File: src/rtl/pc_fetch_sequencer_pkg.sv
// Shared definitions for the program-counter fetch sequencer:
// FSM state encoding plus default widths and reset address.
package pc_fetch_sequencer_pkg;

  localparam int PC_WIDTH_DEFAULT    = 8;
  localparam int INSTR_WIDTH_DEFAULT = 16;
  localparam int PC_INC_DEFAULT      = 1;

  localparam logic [PC_WIDTH_DEFAULT-1:0] RESET_PC_DEFAULT = 8'h00;

  typedef enum logic [1:0] {
    ST_IDLE  = 2'd0,
    ST_FETCH = 2'd1,
    ST_EXEC  = 2'd2,
    ST_HALT  = 2'd3
  } fetch_state_t;

endpackage

File: src/rtl/pc_fetch_sequencer_pc_next_calc.sv
// Next-PC arithmetic: sequential and branch-target candidates and the
// selected one. All sums wrap modulo 2^PC_WIDTH; there is no overflow flag.
module pc_next_calc
  import pc_fetch_sequencer_pkg::*;
#(
  parameter int PC_WIDTH = PC_WIDTH_DEFAULT,
  parameter int PC_INC   = PC_INC_DEFAULT
) (
  input  logic [PC_WIDTH-1:0] pc,
  input  logic [PC_WIDTH-1:0] branch_offset,
  input  logic                branch,
  output logic [PC_WIDTH-1:0] added_pc,
  output logic [PC_WIDTH-1:0] jumped_pc,
  output logic [PC_WIDTH-1:0] next_pc
);

  // The offset is two's complement, so a plain wrapping add covers
  // backward branches without any sign extension.
  always_comb begin
    added_pc  = pc + PC_WIDTH'(PC_INC);
    jumped_pc = added_pc + branch_offset;
    next_pc   = branch ? jumped_pc : added_pc;
  end

endmodule

File: src/rtl/pc_fetch_sequencer.sv
// Program counter owner and instruction-fetch pacer. A four-state FSM
// (IDLE, FETCH, EXEC, HALT) drives the memory request, latches the fetched
// word for the datapath and commits the next PC when execution completes.
module pc_fetch_sequencer
  import pc_fetch_sequencer_pkg::*;
#(
  parameter int                  PC_WIDTH    = PC_WIDTH_DEFAULT,
  parameter int                  INSTR_WIDTH = INSTR_WIDTH_DEFAULT,
  parameter logic [PC_WIDTH-1:0] RESET_PC    = PC_WIDTH'(RESET_PC_DEFAULT),
  parameter int                  PC_INC      = PC_INC_DEFAULT
) (
  input  logic                   clk,
  input  logic                   reset,
  input  logic                   run,
  output logic                   fetch_req,
  output logic [PC_WIDTH-1:0]    fetch_addr,
  input  logic                   fetch_ack,
  input  logic [INSTR_WIDTH-1:0] instr_in,
  output logic [INSTR_WIDTH-1:0] instr_out,
  output logic                   instr_valid,
  input  logic                   exec_done,
  input  logic                   branch,
  input  logic [PC_WIDTH-1:0]    branch_offset,
  input  logic                   halt,
  output logic [PC_WIDTH-1:0]    pc,
  output logic [PC_WIDTH-1:0]    added_pc,
  output logic [PC_WIDTH-1:0]    jumped_pc,
  output logic                   halted
);

  fetch_state_t        state;
  logic [PC_WIDTH-1:0] next_pc;

  pc_next_calc #(
    .PC_WIDTH (PC_WIDTH),
    .PC_INC   (PC_INC)
  ) u_pc_next_calc (
    .pc            (pc),
    .branch_offset (branch_offset),
    .branch        (branch),
    .added_pc      (added_pc),
    .jumped_pc     (jumped_pc),
    .next_pc       (next_pc)
  );

  // The fetch address is the PC itself so it stays stable while waiting.
  always_comb begin
    fetch_addr = pc;
  end

  // FSM with registered outputs; the async reset clears fetch_req at once.
  always_ff @(posedge clk or posedge reset) begin
    if (reset) begin
      state       <= ST_IDLE;
      pc          <= RESET_PC;
      instr_out   <= '0;
      instr_valid <= 1'b0;
      fetch_req   <= 1'b0;
      halted      <= 1'b0;
    end else begin
      instr_valid <= 1'b0;
      case (state)
        ST_IDLE: begin
          if (run) begin
            state     <= ST_FETCH;
            fetch_req <= 1'b1;
          end
        end
        ST_FETCH: begin
          if (fetch_ack) begin
            instr_out   <= instr_in;
            instr_valid <= 1'b1;
            fetch_req   <= 1'b0;
            state       <= ST_EXEC;
          end
        end
        ST_EXEC: begin
          if (exec_done) begin
            pc <= next_pc;
            if (halt) begin
              state  <= ST_HALT;
              halted <= 1'b1;
            end else begin
              state     <= ST_FETCH;
              fetch_req <= 1'b1;
            end
          end
        end
        ST_HALT: begin
          halted    <= 1'b1;
          fetch_req <= 1'b0;
        end
      endcase
    end
  end

endmodule

File: config.mk
export PLATFORM = sky130hd
export DESIGN_NAME = pc_fetch_sequencer
export DESIGN_NICKNAME = d
export VERILOG_FILES = /design/src/rtl/pc_fetch_sequencer_pkg.sv /design/src/rtl/pc_fetch_sequencer_pc_next_calc.sv /design/src/rtl/pc_fetch_sequencer.sv
export SDC_FILE = /design/constraint.sdc
export NUM_CORES = 1
export LEC_CHECK = 0
export CAP_MARGIN = 20
export CORE_ASPECT_RATIO = 0.8
export CORE_MARGIN = 5
export CORE_UTILIZATION = 46
export DETAILED_ROUTE_END_ITERATION = 6
export GPL_ROUTABILITY_DRIVEN = 0
export GPL_TIMING_DRIVEN = 0
export HOLD_SLACK_MARGIN = 0.02
export PLACE_DENSITY = 0.94
export REMOVE_ABC_BUFFERS = 1
export SETUP_SLACK_MARGIN = 0.2
export SLEW_MARGIN = 10
export SYNTH_ARGS = -nofsm -noshare
export SYNTH_HDL_FRONTEND = slang
export SYNTH_SLANG_ARGS = --single-unit
File: constraint.sdc
create_clock -name clk -period 4.6 [get_ports clk]
set_input_delay 0.92 -clock clk [delete_from_list [all_inputs] [get_ports clk]]
set_output_delay 0.92 -clock clk [all_outputs]
set_load 0.02 [all_outputs]
==> After elaboration in Yosys (flattened, before gate mapping) <==
Index checks and enable logic that the tools add are counted.
W data, S select, Z words.
{ "totals": {"register_bits": 29, "input_bits": 31, "output_inout_bits": 51, "word_cells": 40} }
{ "classes": {"n_addsub": 2, "n_eq_ne": 8, "muxes": 16, "reduce_logical": 8} }
{ "op_table": {"columns": ["operator", "count"], "rows": [
  ["$ne A2 B2 Y1 const B", 5],
  ["$add A8 B1 Y8 const B", 1],
  ["$add A8 B8 Y8", 1],
  ["$mux W1", 8],
  ["$mux W2", 4],
  ["$mux W8", 1],
  ["$reduce_and A4 Y1", 2],
  ["$pmux W2 S3", 1],
  ["$eq A2 B2 Y1 const B", 2],
  ["$pmux W1 S4", 1],
  ["$reduce_and A2 Y1", 2],
  ["$reduce_and A3 Y1", 1],
  ["$reduce_bool A3 Y1", 1],
  ["$eq A2 B1 Y1 const B", 1],
  ["$logic_not A2 Y1", 1],
  ["$pmux W1 S2", 1],
  ["$reduce_bool A2 Y1", 1]
]} }

==> Logic depth before layout (Yosys ltp) <==
Gate-level depths: netlist of run 1.
{ "depth": {"word_depth": 3, "ltp_mapped": 10, "mapped_depth_nobuf": 9} }

==> By module <==
From an unflattened synthesis of run 1, not the netlist that was laid out.
{ "hier_totals": {"cells_unflattened": 176, "area_unflattened_um2": 1906.8} }
{ "by_module_without_submodules": {"columns": ["mod", "instances", "cells_per_inst", "area_each_um2", "seq_area_each_um2"], "rows": [
  ["pc_fetch_sequencer", 1, 86, 1277.5, 725.7],
  ["pc_next_calc", 1, 90, 629.4, 0.0]
]} }

==> Worst setup path before layout of run 1 <==
Ideal clock, no wire load.
{ "synth_path": {"path_kind": "reg2out", "start": "register pc[0] (netlist: fetch_addr[0])", "end": "output jumped_pc[7]", "t_arrival_ns": 2.940, "t_required_ns": 3.680, "slack_ns": 0.740, "stages_incl_launch_ff": 10, "path_buffers": 0, "path_cell_list": "dfrtp_1 -> ha_1 -> nand3_1 -> xnor2_1 -> ha_1 -> a21oi_1 -> o21ai_1 -> or3_2 -> nand3_1 -> nor2b_1"} }
{ "synth_via": {"elab_chain_len": 2} }
{ "synth_lines": {"columns": ["element", "line_no", "source"], "rows": [
  ["start, declared", "pc_fetch_sequencer.sv:25", "output logic [PC_WIDTH-1:0] pc,"],
  ["start signal, assigned", "pc_fetch_sequencer.sv:79", "pc <= next_pc;"],
  ["$add A8 B1 Y8", "pc_fetch_sequencer_pc_next_calc.sv:20", "added_pc = pc + PC_WIDTH'(PC_INC);"],
  ["via added_pc[4]", "pc_fetch_sequencer.sv:26", "output logic [PC_WIDTH-1:0] added_pc,"],
  ["$add A8 B8 Y8", "pc_fetch_sequencer_pc_next_calc.sv:21", "jumped_pc = added_pc + branch_offset;"],
  ["end, declared", "pc_fetch_sequencer.sv:27", "output logic [PC_WIDTH-1:0] jumped_pc,"]
]} }
The timed path passes the listed nets, and every way through them passes these cells.

==> Worst setup path in the final report of run 1 <==
{ "layout_path": {"start": "input branch_offset[0]", "end": "output jumped_pc[4]"} }
{ "layout_via": {"elab_chain_len": 1} }
{ "layout_lines": {"columns": ["element", "line_no", "source"], "rows": [
  ["start, declared", "pc_fetch_sequencer.sv:23", "input logic [PC_WIDTH-1:0] branch_offset,"],
  ["$add A8 B8 Y8", "pc_fetch_sequencer_pc_next_calc.sv:21", null]
]} }
No other way between the ends.

==> results of run 1 <==
==> kinds of logic (layout without fill, tap and decap cells) <==
logic type	Yosys count	count (layout)	share of synthesized area, %
adder cells (fa/ha/maj)	14	14	9.50
flip-flops	29	29	37.7
buffers and inverters	26	102	7.48
AND/OR/NAND/NOR	59	59	16.7
AO/OA/AOI/OAI	39	39	13.4
XOR/XNOR	7	7	3.19
multiplexers	21	21	12.0
==> per-layer routing <==
| metal | vias up | share of wire (%) |
|---|---|---|
| met5 | - | 0 |
| met4 | 0 | 0.27 |
| met3 | 2 | 7.6 |
| met2 | 55 | 51 |
| met1 | 799 | 41 |
| li1 | 829 | - |
==> registers in the layout (all words and copies together), names as in the netlist <==
signal	cells
fetch_req	1
halted	1
instr_valid	1
state	2
fetch_addr	8
instr_out	16
==> power breakdown <==
group	switching, mW	internal [mW]
clock network	0.0936	0.104
registers	0.121	0.379
logic	0.817	0.765
total	1.03	1.25
==> worst max-delay path by stage <==
stage | from | endpoint | slack (ns) | cells after the start
after global routing | branch_offset[0] | jumped_pc[4] | 0.42 | 9
after detailed placement | branch_offset[2] | jumped_pc[7] | 0.19 | 8
after floorplan | fetch_addr[0] | jumped_pc[7] | 0.60 | 9
after CTS | fetch_addr[0] | jumped_pc[7] | 0.21 | 10
after global placement | branch_offset[2] | jumped_pc[7] | 0.22 | 8
final | branch_offset[0] | jumped_pc[4] | 0.55 | 9
==> layout by cell type, fill, tap and decap left out, types with 2 or more instances in the layout <==
master,netlist,routed
a21o_1,2,2
a21oi_1,12,11
and2_1,2,2
clkbuf_8,0,5
clkdlybuf4s50_1,0,79
clkinv_2,0,2
dfrtp_1,29,27
dfrtp_2,0,2
dlymetal6s2s_1,0,2
ha_1,13,12
inv_1,12,12
mux2_2,17,17
mux2i_1,4,4
nand2_1,16,16
nand3_1,7,7
nand4_1,2,2
nor2_1,11,11
nor2b_1,3,3
o21ai_0,9,9
o21ai_1,2,2
o31ai_1,3,3
or3_1,3,3
or3_2,3,3
or4_1,2,2
xnor2_1,5,4
==> critical path: cells and delay by family <==
kind	cells	cell delay, ns
adder cells (fa/ha/maj)	2	0.39
AND/OR/NAND/NOR	2	0.24
AO/OA/AOI/OAI	2	0.50
buffers and inverters	3	1.07
==> through the flow <==
step / utilization, % / worst slack (ns) / instances / instance area [um2] / hold slack (ns)
floorplan: - / 0.602 / 181 / 1820 / 0.551
global placement: 65.6 / 0.221 / 319 / 2710 / 0.465
detailed placement: 65.6 / 0.186 / 319 / 2710 / 0.469
CTS: 67.9 / 0.207 / 327 / 2800 / 0.482
global route: 69.0 / 0.424 / 328 / 2850 / 0.505
finish: 69.0 / 0.553 / 328 / 2850 / 0.478
==> timing repair <==
action                                 4_1_cts  5_1_grt
endpoints found under the hold margin        0        0
resized for setup                            3        5
setup endpoints to repair                    1        2
==> final cells by class <==
type                            instances  area share, %
Timing Repair Buffer                   82           29.6
Inverter                               12           1.58
Tap cell                               57           2.51
Clock buffer                            6           2.55
Multi-Input combinational cell        140           37.8
Sequential cell                        29           25.6
Clock inverter                          2          0.352
==> metrics.txt, run 1 <==
max incr delay on CP 0.60 ns; gr busiest metal met2; global-route wire length before repair 7510 um; post-synthesis cell count 195; R2R Setup Slk 1.91 ns; Worst R2R End fetch_addr[7]; clock slew at reported path FFs 0.06 ns; Static Leak 1.22 nW; register area share after synthesis 37.7%; min Tclk post-route 4.05 ns; CP endpoint kind output port; Die Ht 67.8 um; met3 Usage GRT 5.53%; Hold Crit Class reg2reg; crit path max fanout 5; clock sink count 29; CP most frequent cell clkdlybuf4s50_1; clk buf depth 2; hold_sp halted; die width 82.3 um; root buffer cell clkbuf_8; synthesized area 1920 um2; arrival time worst endpoint 3.13 ns; Cell Chain, Critical Path clkdlybuf4s50_1, ha_1, inv_1, fa_1, nor2b_1, o21a_1, o21ai_1, and2_1, clkdlybuf4s50_1; die area 5580 um2; Vias 1685; CP Launch Type input pin; outcome finished clean; maximum clock frequency 247 MHz; Slowest cell on crit path clkdlybuf4s50_1; DR WL/cell 14.5 um; largest area contributor in the netlist dfrtp_1; top_reg_cell synth dfrtp_1; area delta synth->final 48.0%; Distinct cells, synth 47; Slew @ Worst Pin 0.699 ns; CTS buffer count 5; Final nets 315; gr ovfl total 0; Inserted Diodes 0; DRT iter0 DRCs 78; Post-Syn Area per Cell 9.86 um2; site row count 21; area occupied by multi-input gates 1070 um2; Vias/cell 5.14; maximum number of pins on one net before global-route repair 30; IO Pins 82; DRT Pass-1 Iters 4; initial antenna violation count 0; Worst VDD drop 0.687 mV; Pwr Total 2.28 mW; vias in the first global route 1680; Initial Util 46.6%; RSZ-0062 raised after global routing false; fin crit share 88.0%; IO Port Bufs 81; setup repair bufs after CTS 0; Hold Path Sink halted; Rel. slew slack 53.3%; Tot GR Track Use 17.7%; fill cell count 334; worst r2r src fetch_addr[1]; final WL 4750 um; final setup fails 0; max-slew violations 0; top cells by area, synth dfrtp_1, mux2_2, ha_1, buf_4, a21oi_1; Post-synth EDFFs 0; Sum Neg Setup Slack 0 ns; Final Hold Vio Count 0; Worst Path Class, Setup in2out; Sequential Area 728 um2; Clock Skew 0.00596 ns; Hold Path Depth 1; top cell type's share of synthesized area 37.7%; met1 usage in global routing 21.6%; Core Area 4130 um2; most common library cells after synthesis dfrtp_1, mux2_2, nand2_1; Yosys reg bits 29; max cap viols 0; GRT met2 Usage 30.9%; CTS H-tree lvls 2; ratio of cells with drive above 1 in the final layout 15.1%; Yosys Warn Count 0; clock latency on the worst-skew pair 0.28 ns; CTS Hold Bufs 0; # DRC 0; antenna-violating nets left 0; reg2reg path depth 9; post-DP HPWL 3800 um; Critical Path RT 3.68 ns; fraction of registers with async set/reset 100%; power per cell area 801 nW/um2; most common cell in the netlist dfrtp_1; CTS tree yes
Power figures use the tool's default switching activity.
==> run 2: changes to the inputs <==
--- a/config.mk
+++ b/config.mk
@@ -8,12 +8,12 @@
 export CAP_MARGIN = 20
 export CORE_ASPECT_RATIO = 0.8
 export CORE_MARGIN = 5
-export CORE_UTILIZATION = 46
+export CORE_UTILIZATION = 43
 export DETAILED_ROUTE_END_ITERATION = 6
 export GPL_ROUTABILITY_DRIVEN = 0
 export GPL_TIMING_DRIVEN = 0
 export HOLD_SLACK_MARGIN = 0.02
-export PLACE_DENSITY = 0.94
+export PLACE_DENSITY = 0.89
 export REMOVE_ABC_BUFFERS = 1
 export SETUP_SLACK_MARGIN = 0.2
 export SLEW_MARGIN = 10
==> constraint.sdc (replaced) <==
create_clock -name clk -period 4.46 [get_ports clk]
set_input_delay 0.892 -clock clk [delete_from_list [all_inputs] [get_ports clk]]
set_output_delay 0.892 -clock clk [all_outputs]
set_load 0.02 [all_outputs]
==> run 2 against run 1 <==
Effect of this change: critical path depth grew 1; routed wire length fell by 0.48%; register-to-register slack worse by 0.11 ns; global-route usage decreased by 1.5 points; sequential power increased by 2%; total power up 4.9%; sequential share of layout area is 0.22 points lower; critical endpoint is now jumped_pc[6]; largest power group unchanged.
==> metrics.txt, run 2 (synthesis gave the netlist of run 1 again) <==
global-route wire length before repair 7830 um (+4.2%); IO Pins 82 (unchanged); Hold Crit Class reg2reg; commonest non-fill, non-tap cell in the layout clkdlybuf4s50_1; gr ovfl total 0 (unchanged); IO Port Bufs 81 (unchanged); Inserted Diodes 0 (unchanged); Clock Skew 0.00554 ns (-0.000422 ns); max-slew violations 0 (unchanged); Worst Path Class, Setup in2out; Worst VDD drop 0.563 mV (-18%); most frequent cells in the layout clkdlybuf4s50_1, dfrtp_1, mux2_2, nand2_1; Tot GR Track Use 16.2% (-1.5 points); Cell Chain, Critical Path clkdlybuf4s50_1, ha_1, inv_1, fa_1, nor2b_1, o21a_1, o21ai_1, nor4b_1, nor3_1, dlygate4sd2_1; fin crit share 90.8%; maximum number of pins on one net before global-route repair 20 (-33%); max FFs per register 16 (unchanged); Initial Util 45.2% (-1.4 points); crit path buf inv count 3 (unchanged); area delta synth->final 49.8%; Final nets 318 (+0.95%); site row count 21 (unchanged); maximum clock frequency 247 MHz; Vias/cell 5.23 (+1.8%); CTS buffer count 5 (unchanged); max cap viols 0 (unchanged); DR WL/cell 14.3 um (-1.4%); Sum Neg Setup Slack 0 ns (unchanged); CTS H-tree lvls 2 (unchanged); max incr delay on CP 0.46 ns (-0.14 ns); Critical Path RT 3.57 ns (-0.11 ns); Die Ht 69.8 um (+2.9%); clock sink count 29 (unchanged); # DRC 0 (unchanged); ratio of cells with drive above 1 in the final layout 17.5% (+2.4 points); Slew @ Worst Pin 0.674 ns (-0.0245 ns); Largest Register instr_out; CTS tree yes; CTS Hold Bufs 0 (unchanged); clk buf depth 2 (unchanged); RSZ-0062 raised after global routing false; outcome finished clean; arrival time worst endpoint 3.16 ns (+0.03 ns); Vias 1731 (+2.7%); CP Launch Type input pin; Top delay family on crit path buffers and inverters; final WL 4720 um (-0.48%); die area 5920 um2 (+6.0%); Slowest cell on crit path clkdlybuf4s50_1; min Tclk post-route 4.05 ns; initial antenna violation count 0 (unchanged); Pwr Total 2.39 mW (+4.9%); crit path max fanout 5 (unchanged); Final Hold Vio Count 0 (unchanged); Core Area 4260 um2 (+3.2%); root buffer cell clkbuf_8; CP endpoint kind output port; DRT Pass-1 Iters 4 (unchanged); vias in the first global route 1685 (+0.30%); power per cell area 830 nW/um2 (+3.6%); DRT iter0 DRCs 49 (-37%); clock slew at reported path FFs 0.06 ns (about the same); Rel. slew slack 54.9% (+1.6 points); final setup fails 0 (unchanged); clock latency on the worst-skew pair 0.27 ns (about the same); die width 84.8 um (+3.0%); post-DP HPWL 3760 um (-1.1%); antenna-violating nets left 0 (unchanged); Static Leak 1.24 nW (+1.3%)
run 2: cell types whose count changed in the layout (fill, tap and decap cells not counted), moves of 2 or more:
cell	change
buf_4	+3
dfrtp_2	+2
dfrtp_1	-2
clkbuf_8	+2
run 2: layer usage:
metal	track usage, %	vias to the layer above	wire [um]
met1	20.9	825	2150
li1	-	839	-
met5	0	-	0
met3	5.23	3	322
met4	3.34	0	21
met2	26.5	64	2230
run 2: area by class of cell:
type / count / area, um2
inverter: 12 / 45.0
clock inverter: 1 / 5.00
fill: 341 / 1380
tap: 57 / 71.3
sequential: 29 / 731
clock buffer: 7 / 96.3
multi-input combinational: 140 / 1080
timing repair buffer: 85 / 850
run 2: what timing repair did:
item | CTS | global route
setup endpoints to repair | 2 | 1
pin swaps | 0 | 0
setup buffers | 0 | 3
gates resized for setup | 6 | 5
run 2: worst register-to-register path, stage by stage, from the launching register on:
cell and delay (ns):
dfrtp_2 0.45, nand3_4 0.14, or3_2 0.48, nand2_1 0.11
ha_1 0.30, nand2_1 0.17, o21ai_1 0.14, or3_2 0.48
a31o_1 0.25, o211ai_2 0.06
run 2: power breakdown:
| part | switching (mW) | total (mW) | internal [mW] |
|---|---|---|---|
| logic | 0.848 | 1.65 | 0.802 |
| clock network | 0.0939 | 0.233 | 0.139 |
| registers | 0.115 | 0.508 | 0.393 |
| total | 1.06 | 2.39 | 1.33 |
run 2: final timing paths:
path	start	to	slack (ns)	cells after the start
hold / removal	halted	halted	0.50	1
setup / recovery	branch_offset[0]	jumped_pc[6]	0.41	10
max in group asynchronous	reset	instr_out[0]	2.93	3
setup reg to reg	fetch_addr[0]	fetch_addr[7]	1.80	9
min in group asynchronous	reset	fetch_req	1.01	2
hold reg to reg	halted	halted	0.50	1
run 2: per-stage QoR:
step	hold WS (ns)	setup slack [ns]	area, um2	cells	utilization [%]
floorplan	0.551	0.490	1820	181	-
global placement	0.464	0.130	2710	319	63.6
detailed placement	0.489	0.0924	2720	320	63.9
CTS	0.502	0.114	2840	328	66.8
global route	0.507	0.247	2880	331	67.7
finish	0.498	0.410	2880	331	67.7
